$ cat config.mk
export PLATFORM = sky130hd
export DESIGN_NAME = dual_rank_mem_ctrl
export DESIGN_NICKNAME = d
export VERILOG_FILES = /design/src/rtl/dual_rank_pkg.sv /design/src/rtl/dual_rank_mem_ctrl_arb.sv /design/src/rtl/dual_rank_mem_ctrl.sv
export SDC_FILE = /design/constraint.sdc
export NUM_CORES = 1
export LEC_CHECK = 0
export ABC_AREA = 1
export BUFFER_PORTS_ARGS = -buffer_cell sky130_fd_sc_hd__buf_2
export CAP_MARGIN = 20
export CORE_ASPECT_RATIO = 2
export CORE_UTILIZATION = 35
export CTS_CLUSTER_DIAMETER = 60
export DETAILED_ROUTE_END_ITERATION = 7
export PLACE_DENSITY_LB_ADDON = 0.12
export SLEW_MARGIN = 20
export SYNTH_ARGS = -nofsm -noshare
export SYNTH_HDL_FRONTEND = slang
export SYNTH_SLANG_ARGS = --single-unit
export TNS_END_PERCENT = 10
$ cat constraint.sdc
create_clock -name clk -period 1.4 [get_ports clk]
set_input_delay 0.28 -clock clk [delete_from_list [all_inputs] [get_ports clk]]
set_output_delay 0.28 -clock clk [all_outputs]
set_load 0.1 [all_outputs]
$ cat src/rtl/dual_rank_pkg.sv
// Shared types and constants for the dual-rank memory controller.
package dual_rank_pkg;

  localparam int WORDADDR_WIDTH_DEF = 7;
  localparam int DATA_WIDTH_DEF     = 8;

  // The rank-select bit sits directly above the word address.
  localparam int RANK_SEL_BIT = WORDADDR_WIDTH_DEF;

  typedef enum logic [1:0] {
    ST_IDLE    = 2'd0,
    ST_ACCESS  = 2'd1,
    ST_CAPTURE = 2'd2,
    ST_DONE    = 2'd3
  } state_e;

  localparam logic REQ_A = 1'b0;
  localparam logic REQ_B = 1'b1;

endpackage

$ cat src/rtl/dual_rank_mem_ctrl_arb.sv
// Two-input round-robin arbiter; the last-grant history is kept by the parent.
module rr_arbiter2
  import dual_rank_pkg::*;
(
  input  logic req_a_i,
  input  logic req_b_i,
  input  logic last_grant_i,
  input  logic en_i,
  output logic grant_valid_o,
  output logic grant_id_o
);

  // On a tie the requester that did not win last time is chosen.
  always_comb begin
    grant_valid_o = en_i & (req_a_i | req_b_i);
    if (req_a_i && req_b_i) begin
      grant_id_o = ~last_grant_i;
    end else if (req_b_i) begin
      grant_id_o = REQ_B;
    end else begin
      grant_id_o = REQ_A;
    end
  end

endmodule

$ cat src/rtl/dual_rank_mem_ctrl.sv
// Two-requester controller for a pair of 128x8 synchronous RAM ranks.
//
// state   | meaning
// IDLE    | sample requests, grant one, drive rank pins
// ACCESS  | selected rank performs the operation at the closing edge
// CAPTURE | rank dout valid for reads; ack and rdata loaded at the closing edge
// DONE    | ack high for one cycle; no sampling
module dual_rank_mem_ctrl
  import dual_rank_pkg::*;
#(
  parameter int WORDADDR_WIDTH = WORDADDR_WIDTH_DEF,
  parameter int DATA_WIDTH     = DATA_WIDTH_DEF
) (
  input  logic                      clk,
  input  logic                      rst_n,
  input  logic                      a_req,
  input  logic                      a_wr,
  input  logic [WORDADDR_WIDTH:0]   a_addr,
  input  logic [DATA_WIDTH-1:0]     a_wdata,
  output logic                      a_ack,
  output logic [DATA_WIDTH-1:0]     a_rdata,
  input  logic                      b_req,
  input  logic                      b_wr,
  input  logic [WORDADDR_WIDTH:0]   b_addr,
  input  logic [DATA_WIDTH-1:0]     b_wdata,
  output logic                      b_ack,
  output logic [DATA_WIDTH-1:0]     b_rdata,
  output logic                      r0_cs,
  output logic                      r1_cs,
  output logic                      rk_wr,
  output logic [WORDADDR_WIDTH-1:0] rk_addr,
  output logic [DATA_WIDTH-1:0]     rk_din,
  input  logic [DATA_WIDTH-1:0]     r0_dout,
  input  logic [DATA_WIDTH-1:0]     r1_dout,
  output logic                      busy
);

  state_e                    state_q;
  logic                      last_grant_q;
  logic                      win_q;
  logic                      wr_q;
  logic                      rank_q;
  logic                      r0_cs_q;
  logic                      r1_cs_q;
  logic                      rk_wr_q;
  logic [WORDADDR_WIDTH-1:0] rk_addr_q;
  logic [DATA_WIDTH-1:0]     rk_din_q;
  logic                      a_ack_q;
  logic                      b_ack_q;
  logic [DATA_WIDTH-1:0]     a_rdata_q;
  logic [DATA_WIDTH-1:0]     b_rdata_q;
  logic                      busy_q;

  logic                      grant_valid;
  logic                      grant_id;
  logic                      sel_wr;
  logic [WORDADDR_WIDTH:0]   sel_addr;
  logic [DATA_WIDTH-1:0]     sel_wdata;
  logic [DATA_WIDTH-1:0]     rank_dout;

  rr_arbiter2 u_arb (
    .req_a_i       (a_req),
    .req_b_i       (b_req),
    .last_grant_i  (last_grant_q),
    .en_i          (state_q == ST_IDLE),
    .grant_valid_o (grant_valid),
    .grant_id_o    (grant_id)
  );

  assign sel_wr    = (grant_id == REQ_B) ? b_wr    : a_wr;
  assign sel_addr  = (grant_id == REQ_B) ? b_addr  : a_addr;
  assign sel_wdata = (grant_id == REQ_B) ? b_wdata : a_wdata;
  assign rank_dout = rank_q ? r1_dout : r0_dout;

  // Transaction sequencer; every output is a register updated here.
  always_ff @(posedge clk or negedge rst_n) begin
    if (!rst_n) begin
      state_q      <= ST_IDLE;
      last_grant_q <= REQ_B;
      win_q        <= REQ_A;
      wr_q         <= 1'b0;
      rank_q       <= 1'b0;
      r0_cs_q      <= 1'b0;
      r1_cs_q      <= 1'b0;
      rk_wr_q      <= 1'b0;
      rk_addr_q    <= '0;
      rk_din_q     <= '0;
      a_ack_q      <= 1'b0;
      b_ack_q      <= 1'b0;
      a_rdata_q    <= '0;
      b_rdata_q    <= '0;
      busy_q       <= 1'b0;
    end else begin
      case (state_q)
        ST_IDLE: begin
          if (grant_valid) begin
            win_q        <= grant_id;
            wr_q         <= sel_wr;
            rank_q       <= sel_addr[WORDADDR_WIDTH];
            r0_cs_q      <= ~sel_addr[WORDADDR_WIDTH];
            r1_cs_q      <= sel_addr[WORDADDR_WIDTH];
            rk_wr_q      <= sel_wr;
            rk_addr_q    <= sel_addr[WORDADDR_WIDTH-1:0];
            rk_din_q     <= sel_wdata;
            last_grant_q <= grant_id;
            busy_q       <= 1'b1;
            state_q      <= ST_ACCESS;
          end
        end
        ST_ACCESS: begin
          r0_cs_q <= 1'b0;
          r1_cs_q <= 1'b0;
          state_q <= ST_CAPTURE;
        end
        ST_CAPTURE: begin
          if (win_q == REQ_B) begin
            b_ack_q <= 1'b1;
            if (!wr_q) b_rdata_q <= rank_dout;
          end else begin
            a_ack_q <= 1'b1;
            if (!wr_q) a_rdata_q <= rank_dout;
          end
          state_q <= ST_DONE;
        end
        ST_DONE: begin
          a_ack_q <= 1'b0;
          b_ack_q <= 1'b0;
          busy_q  <= 1'b0;
          state_q <= ST_IDLE;
        end
        default: state_q <= ST_IDLE;
      endcase
    end
  end

  assign r0_cs   = r0_cs_q;
  assign r1_cs   = r1_cs_q;
  assign rk_wr   = rk_wr_q;
  assign rk_addr = rk_addr_q;
  assign rk_din  = rk_din_q;
  assign a_ack   = a_ack_q;
  assign b_ack   = b_ack_q;
  assign a_rdata = a_rdata_q;
  assign b_rdata = b_rdata_q;
  assign busy    = busy_q;

endmodule
Word-level counts from Yosys, hierarchy flattened. Cells that the tools add are included.

Bits in registers: 42. Output and inout port bits: 37. Word-level logic and storage cells: 56.

Equal/unequal tests: 6. Muxes and demuxes: 18. Bitwise operators: 6. Reduce and logical (&&, ||, !) cells: 12.

Operators with widths (count): $mux W8 (3); $pmux W1 S2 (5); $reduce_and A2 Y1 (5); $mux W1 (8); $pmux W2 S4 (1); $ne A2 B2 Y1 const B (3); $reduce_and A3 Y1 (2); $reduce_bool A2 Y1 (3); $eq A2 B2 Y1 const B (2); $not A1 Y1 (4); $eq A2 B1 Y1 const B (1); $logic_not A2 Y1 (1); $mux W2 (1); $and A1 B1 Y1 (1); $logic_and A1 B1 Y1 (1); $or A1 B1 Y1 (1).

Logic depth before layout (Yosys ltp). Gate-level depths: netlist of the first run.

Depth after elaboration: 6. Gate-level depth with buffers: 8. Gate-level depth less buffers: 7.

By module. Synthesis of the first run repeated with hierarchy kept, for this count alone.

Cells, all modules: 288. Area, all modules: 2100.8 µm².

Modules (own cells, without submodules): dual_rank_mem_ctrl (instances 1, cells an instance 283, area an instance 2077.0 µm², seq. area each 1052.3 µm²); rr_arbiter2 (instances 1, cells an instance 5, area an instance 23.8 µm², seq. area each 0.0 µm²).

Least setup slack after synthesis of the first run. Ideal clock, no wire load.

Path type: reg-to-reg. Start: register rk_wr (netlist name). End: register b_rdata_q[0], in the netlist b_rdata[0]. Setup time: 122 ps. Arrival: 1502 ps. Required time: 1278 ps. Path slack: -224 ps. Stages on the path, launching flop included: 5. Path buffers: 1. Clock period less this slack: 1624 ps. Cell sequence: dfrtp_1 buf_1 nor2_4 nand2_1 nand2_1.

RTL lines: end signal, assigned (line dual_rank_mem_ctrl.sv:118) `if (!wr_q) b_rdata_q <= rank_dout;`; end, declared (line dual_rank_mem_ctrl.sv:51) `logic [DATA_WIDTH-1:0] b_rdata_q;`.

Worst setup path after layout of the first run.
Start: register r1_cs_q, in the netlist r1_cs. End: output r1_cs.

RTL lines: start, declared (line dual_rank_mem_ctrl.sv:44) `logic r1_cs_q;`; start signal, assigned (line dual_rank_mem_ctrl.sv:101) `r1_cs_q <= sel_addr[WORDADDR_WIDTH];`; end, declared (line dual_rank_mem_ctrl.sv:29) `output logic r1_cs,`.

No word-level cell between the ends.

==> metrics, run 1 <==
vias in the first global route=1897; Rows=39; DRC errors left=0; share of layout cells above drive strength 1=33.3%; H-tree depth=2; Max Cap Violations=0; area leader, netlist=dfrtp_1; FMAX=735 MHz; Net count, final=427; total iterations of the first detailed-routing run=4; Synth top area share=49.3%; maximum root-to-sink buffer count=2; root buf cell=clkbuf_16; Skew-Pair Late Insertion Delay=0.28 ns; count of cell types in the netlist=23; 1st-iter DRT viols=37; CP Class=register to output port; Hold Path Class=input pin to register; Fin. Hold Viols=0; chip width=56.5 um; Slew HR=66.8%; fin. max-slew vios=0; Crit path max-delay family=buffers and inverters; Clock Pin Slew Worst Setup and Hold Paths=0.06 ns; CP Data Required Time=1.12 ns; Slew @ Worst Pin=0.502 ns; period utilisation layout=97.2%; status=finished clean; Critical Path Max Stage Delay=0.43 ns; Post-DRT Antenna Nets=0; area of the multi-input gates=888 um^2; IO buf count=90; Final setup viols=0; die height=111 um; TritonCTS clock tree=yes; DRT Wirelength=5150 um; min Tclk post-route=1.36 ns; pin count of the biggest net entering global routing=31; routability cong.=0.718; Syn Nets=329; initial antenna violation count=0; Overflow after GRT=0; # fillers=593; Sink Count=42; Critical Path Sink Type=output port; Worst Path Arrival=1.08 ns; Ports=91; routed wire length per instance=12.0 um; critical-path cell list=buf_2; area delta synth->final=38.8%; register area=1050 um^2; number of buffers and inverters on the critical path=1; synthesis warning total=0; Num CTS Buffers=5; GRT Total Usage=17.5%; commonest non-fill, non-tap cell in the layout=nand2_1; placed cell count=421; Startpoint Class=register; fin cells=430; syn_area_per_cell=7.71 um^2; global-route wire length before repair=8560 um; #FFs+latches synth=42; DP HPWL=3950 um; core area=5710 um^2; vias after detailed routing=1976; Slowest cell on crit path=buf_2; die area=6280 um^2; Crit Path Max Fanout=2; Cells after Synth=270; commonest non-fill, non-tap cells in the layout=nand2_1, buf_2, dfrtp_1; DR vias/cell=4.60; diode count=0; sequential area share after synthesis=50.5%; Mapped Area=2080 um^2; Initial Util=36.5%; Fin Clk Skew=0.00240 ns; top area cells in the synthesized netlist=dfrtp_1, nand2_1, o21ai_0, inv_1, ha_1
[worst paths after layout]
path	start	end	slack, ns	cells after the start
setup reg to reg	state_q[0]$_DFFE_PN0P_	a_rdata[7]$_DFFE_PN0P_	0.09	7
hold / removal	b_wdata[6]	rk_din[6]$_DFFE_PN0P_	0.28	5
max in group asynchronous	rst_n	last_grant_q$_DFFE_PN1P_	0.43	3
min in group asynchronous	rst_n	a_rdata[2]$_DFFE_PN0P_	0.43	2
setup / recovery	r1_cs$_DFFE_PN0P_	r1_cs	0.04	1
hold reg to reg	rk_din[3]$_DFFE_PN0P_	rk_din[3]$_DFFE_PN0P_	0.47	2
[layout make-up]
cell class	count	share of cell area, %
sequential	42	36.5
multi-input combinational	199	30.7
timing repair buffer	100	22.7
clock buffer	8	4.72
inverter	20	2.77
tap	61	2.64
[cells in the mapped netlist (all sizes together)]
| cell | count |
|---|---|
| buf | 9 |
| nand3 | 3 |
| dfstp | 1 |
| inv | 19 |
| o22ai | 2 |
| ha | 5 |
| o211ai | 2 |
| clkinv | 1 |
| nor3 | 1 |
| o21ai | 22 |
| nand2 | 160 |
| nor2 | 4 |
| dfrtp | 41 |
[cells by family (layout without fill, tap and decap cells)]
kind of cell / count (synthesis) / after routing / share of synthesized area [%]
AO/OA/AOI/OAI: 26 / 26 / 6.79
adder cells (fa/ha/maj): 5 / 5 / 3.00
buffers and inverters: 29 / 128 / 7.27
flip-flops: 42 / 42 / 50.5
AND/OR/NAND/NOR: 168 / 168 / 32.4
[sequential cells by signal, summed over array words and instances (netlist names)]
name	flops
rk_wr	1
a_ack	1
rk_addr	7
rk_din	8
r1_cs	1
r0_cs	1
a_rdata	8
busy	1
rank_q	1
win_q	1
last_grant_q	1
state_q	2
b_ack	1
b_rdata	8
[layer usage]
layer,GRT usage (%),vias to the layer above,routed length [um]
li1,-,1016,-
met1,18.1,887,1910
met2,33.2,68,2920
met3,3.38,5,236
met4,6.83,0,89
met5,0,-,0
[metrics by stage]
stage / instance area, um^2 / hold WS [ns] / util, % / TNS [ns] / setup slack, ns
after floorplan: 2080 / -0.0156 / - / 0 / 0.0591
after detailed placement: 2730 / 0.207 / 47.9 / 0 / 0.00403
after global routing: 2890 / 0.304 / 50.6 / -0.0110 / -0.00623
after global placement: 2730 / 0.200 / 47.9 / 0 / 0.107
after CTS: 2880 / 0.274 / 50.5 / 0 / 0.0203
final: 2890 / 0.277 / 50.6 / 0 / 0.0387
[worst register-to-register path, stage by stage, from the launching register on]
cell and delay (ns):
dfrtp_1 0.40, inv_2 0.09, ha_2 0.20, inv_1 0.08
nor3_4 0.16, buf_12 0.16, nand2_1 0.05, o21ai_0 0.08
[timing repair]
action,CTS,global route
hold buffers,1,0
pin swaps,1,0
setup buffers,0,0
gates resized for setup,1,5
endpoints found under the setup margin,10,21
hold endpoints to repair,12,0
Power of run 1 is not shown: default switching activity piles up to over one toggle a cycle in this logic, so the estimate is an artifact.
==> run 2, diff against run 1 <==
==> constraint.sdc (replaced) <==
create_clock -name clk -period 1.5 [get_ports clk]
set_input_delay 0.3 -clock clk [delete_from_list [all_inputs] [get_ports clk]]
set_output_delay 0.3 -clock clk [all_outputs]
set_load 0.02 [all_outputs]
==> run 2 against run 1 <==
  * Wire length decreased by 1.2%
  * Non-clock buffer count decreased by 1
  * Utilization decreased by 1.1 points
  * Die area unchanged
  * Critical path depth increased by 5
  * Register-to-register slack improved by 0.07 ns
  * Largest cell class unchanged
  * Clock-buffer cell count decreased by 2
  * Global-route usage about the same
==> metrics, run 2 (synthesis results as in run 1) <==
status=finished clean; Setup Buffers After CTS=0; DRC errors left=0; DP HPWL=4050 um; reg-to-reg setup timing slack=0.16 ns; IO buf count=90; die height=111 um; GRT Total Usage=17.5%; Max Cap Violations=0; Worst Hold End=rk_din[1]$_DFFE_PN0P_; CP Class=register to register; number of buffers and inverters on the critical path=3; Initial Util=36.5%; Slew HR=75.2%; global-route wire length before repair=8600 um; power density cells=2180 nW/um^2; Overflow after GRT=0; vias after detailed routing=1970; Fin Clk Skew=0.00310 ns; period utilisation layout=89.1%; Slowest cell on crit path=dfrtp_1; total negative slack=0 ns; Rows=39; Net count, final=426; Max VDD drop=1400 uV; Critical Path Sink Type=register; Num CTS Buffers=5; register area=1050 um^2; FMAX=748 MHz; DR vias/cell=4.59; min Tclk post-route=1.34 ns; commonest non-fill, non-tap cell in the layout=nand2_1; H-tree depth=2; Crit path max-delay family=flip-flops; DRT Wirelength=5090 um; Ports=91; clock network fraction of total power=23.0%; total iterations of the first detailed-routing run=4; Seq pwr share=32.9%; Static Leak=0.00167 uW; Skew-Pair Late Insertion Delay=0.28 ns; Logic pwr share=44.1%; fin cells=429; share of layout cells above drive strength 1=32.3%; reg2reg start=state_q[0]$_DFFE_PN0P_; fin. max-slew vios=0; Critical Path Most Common Cell=inv_1; routability cong.=0.725; WHS Path Cells=5; root buf cell=clkbuf_16; core area=5710 um^2; Slew @ Worst Pin=0.372 ns; diode count=0; Sink Count=42; Crit Path Max Fanout=16; Pint=3630 uW; Post-DRT Antenna Nets=0; # fillers=612; Hold Path Class=input pin to register; Clock Pin Slew Worst Setup and Hold Paths=0.06 ns; Startpoint Class=register; vias in the first global route=1980; area delta synth->final=35.7%; R2R depth=6; pin count of the biggest net entering global routing=22; Worst R2R End=a_rdata[0]$_DFFE_PN0P_; Final setup viols=0; 1st-iter DRT viols=35; P_sw=2530 uW; Worst Path Arrival=1.50 ns; initial antenna violation count=0; area of the multi-input gates=881 um^2; Critical Path Max Stage Delay=0.40 ns; critical-path cell list=inv_1 > ha_1 > inv_1 > nor3_4 > buf_6 > o21ai_0; routed wire length per instance=11.9 um; chip width=56.5 um; placed cell count=420; die area=6280 um^2; RSZ-0062 raised after global routing=no; commonest non-fill, non-tap cells in the layout=nand2_1, buf_2, dfrtp_1; TritonCTS clock tree=yes; Sw Ratio=41.1%; Fin. Hold Viols=0; CP Data Required Time=1.66 ns; maximum root-to-sink buffer count=2; Hold Path Origin=b_wdata[1]
## run 2: cell count changes in the layout (fill, tap and decap cells not counted), moves of 2 or more
cell,previous run,this run
inv_1,15,17
ha_2,2,0
buf_12,9,1
bufinv_16,0,2
inv_2,3,1
buf_2,84,90
clkbuf_1,3,0
ha_1,3,5
## run 2: per-stage QoR
stage               setup WS [ns]  utilization (%)  total power [uW]  hold slack, ns  area [um^2]
detailed placement         0.0865             45.7              4810           0.237         2610
CTS                        0.0651             49.4              6260           0.296         2820
finish                      0.163             49.5              6170           0.300         2830
global placement            0.170             45.7              4760           0.231         2610
global route              0.00905             49.5              6650           0.323         2830
floorplan                   0.206                -              3850         0.00441         2080
## run 2: per-layer routing
layer  vias up  global-route usage [%]  routed length [um]
li1       1021                       -                   -
met1       869                    18.2                1910
met2        73                    33.6                2810
met3         7                    2.80                 281
met4         0                    6.34                  87
met5         -                       0                   0
## run 2: area by class of cell
class                   instances  area share [%]
multi-input cells             199            31.2
repair buffers                 99            19.0
well taps                      61            2.70
clock buffers                   6            4.92
flip-flops and latches         42            37.2
inverters                      20            2.83
clock inverters                 2            2.13
## run 2: timing repair
item	CTS	global route
hold buffers	1	0
setup endpoints to repair	0	10
endpoints found under the hold margin	12	0
gates resized for setup	0	2
## run 2: power by group through the flow
stage / Combinational, uW / Clock [uW] / Sequential (uW)
5_1_grt: 3050 / 1500 / 2100
3_3_place_gp: 2710 / 0 / 2040
6_report: 2720 / 1420 / 2030
4_1_cts: 2770 / 1450 / 2040
3_5_place_dp: 2750 / 0 / 2050
2_1_floorplan: 1300 / 0 / 2560
## run 2: worst max path at each step
stage	to	slack, ns	cells after the start	from
final	a_rdata[0]$_DFFE_PN0P_	0.16	6	state_q[0]$_DFFE_PN0P_
after CTS	b_rdata[6]$_DFFE_PN0P_	0.07	6	state_q[0]$_DFFE_PN0P_
after global routing	b_rdata[0]$_DFFE_PN0P_	0.009	6	state_q[0]$_DFFE_PN0P_
after detailed placement	b_rdata[6]$_DFFE_PN0P_	0.09	6	state_q[0]$_DFFE_PN0P_
after global placement	b_ack$_DFFE_PN0P_	0.17	6	state_q[0]$_DFFE_PN0P_
after floorplan	a_rdata[6]$_DFFE_PN0P_	0.21	6	state_q[0]$_DFFE_PN0P_
## run 2: worst register-to-register path, delay by kind of cell (launching register included)
kind / cells / cell delay, ns
AOI/OAI and AO/OA: 1 / 0.09
adders and majority gates: 1 / 0.22
buffers and inverters: 3 / 0.39
DFF: 1 / 0.40
and+or+nand+nor: 1 / 0.12
No activity file was read; power rests on OpenSTA's default activity.
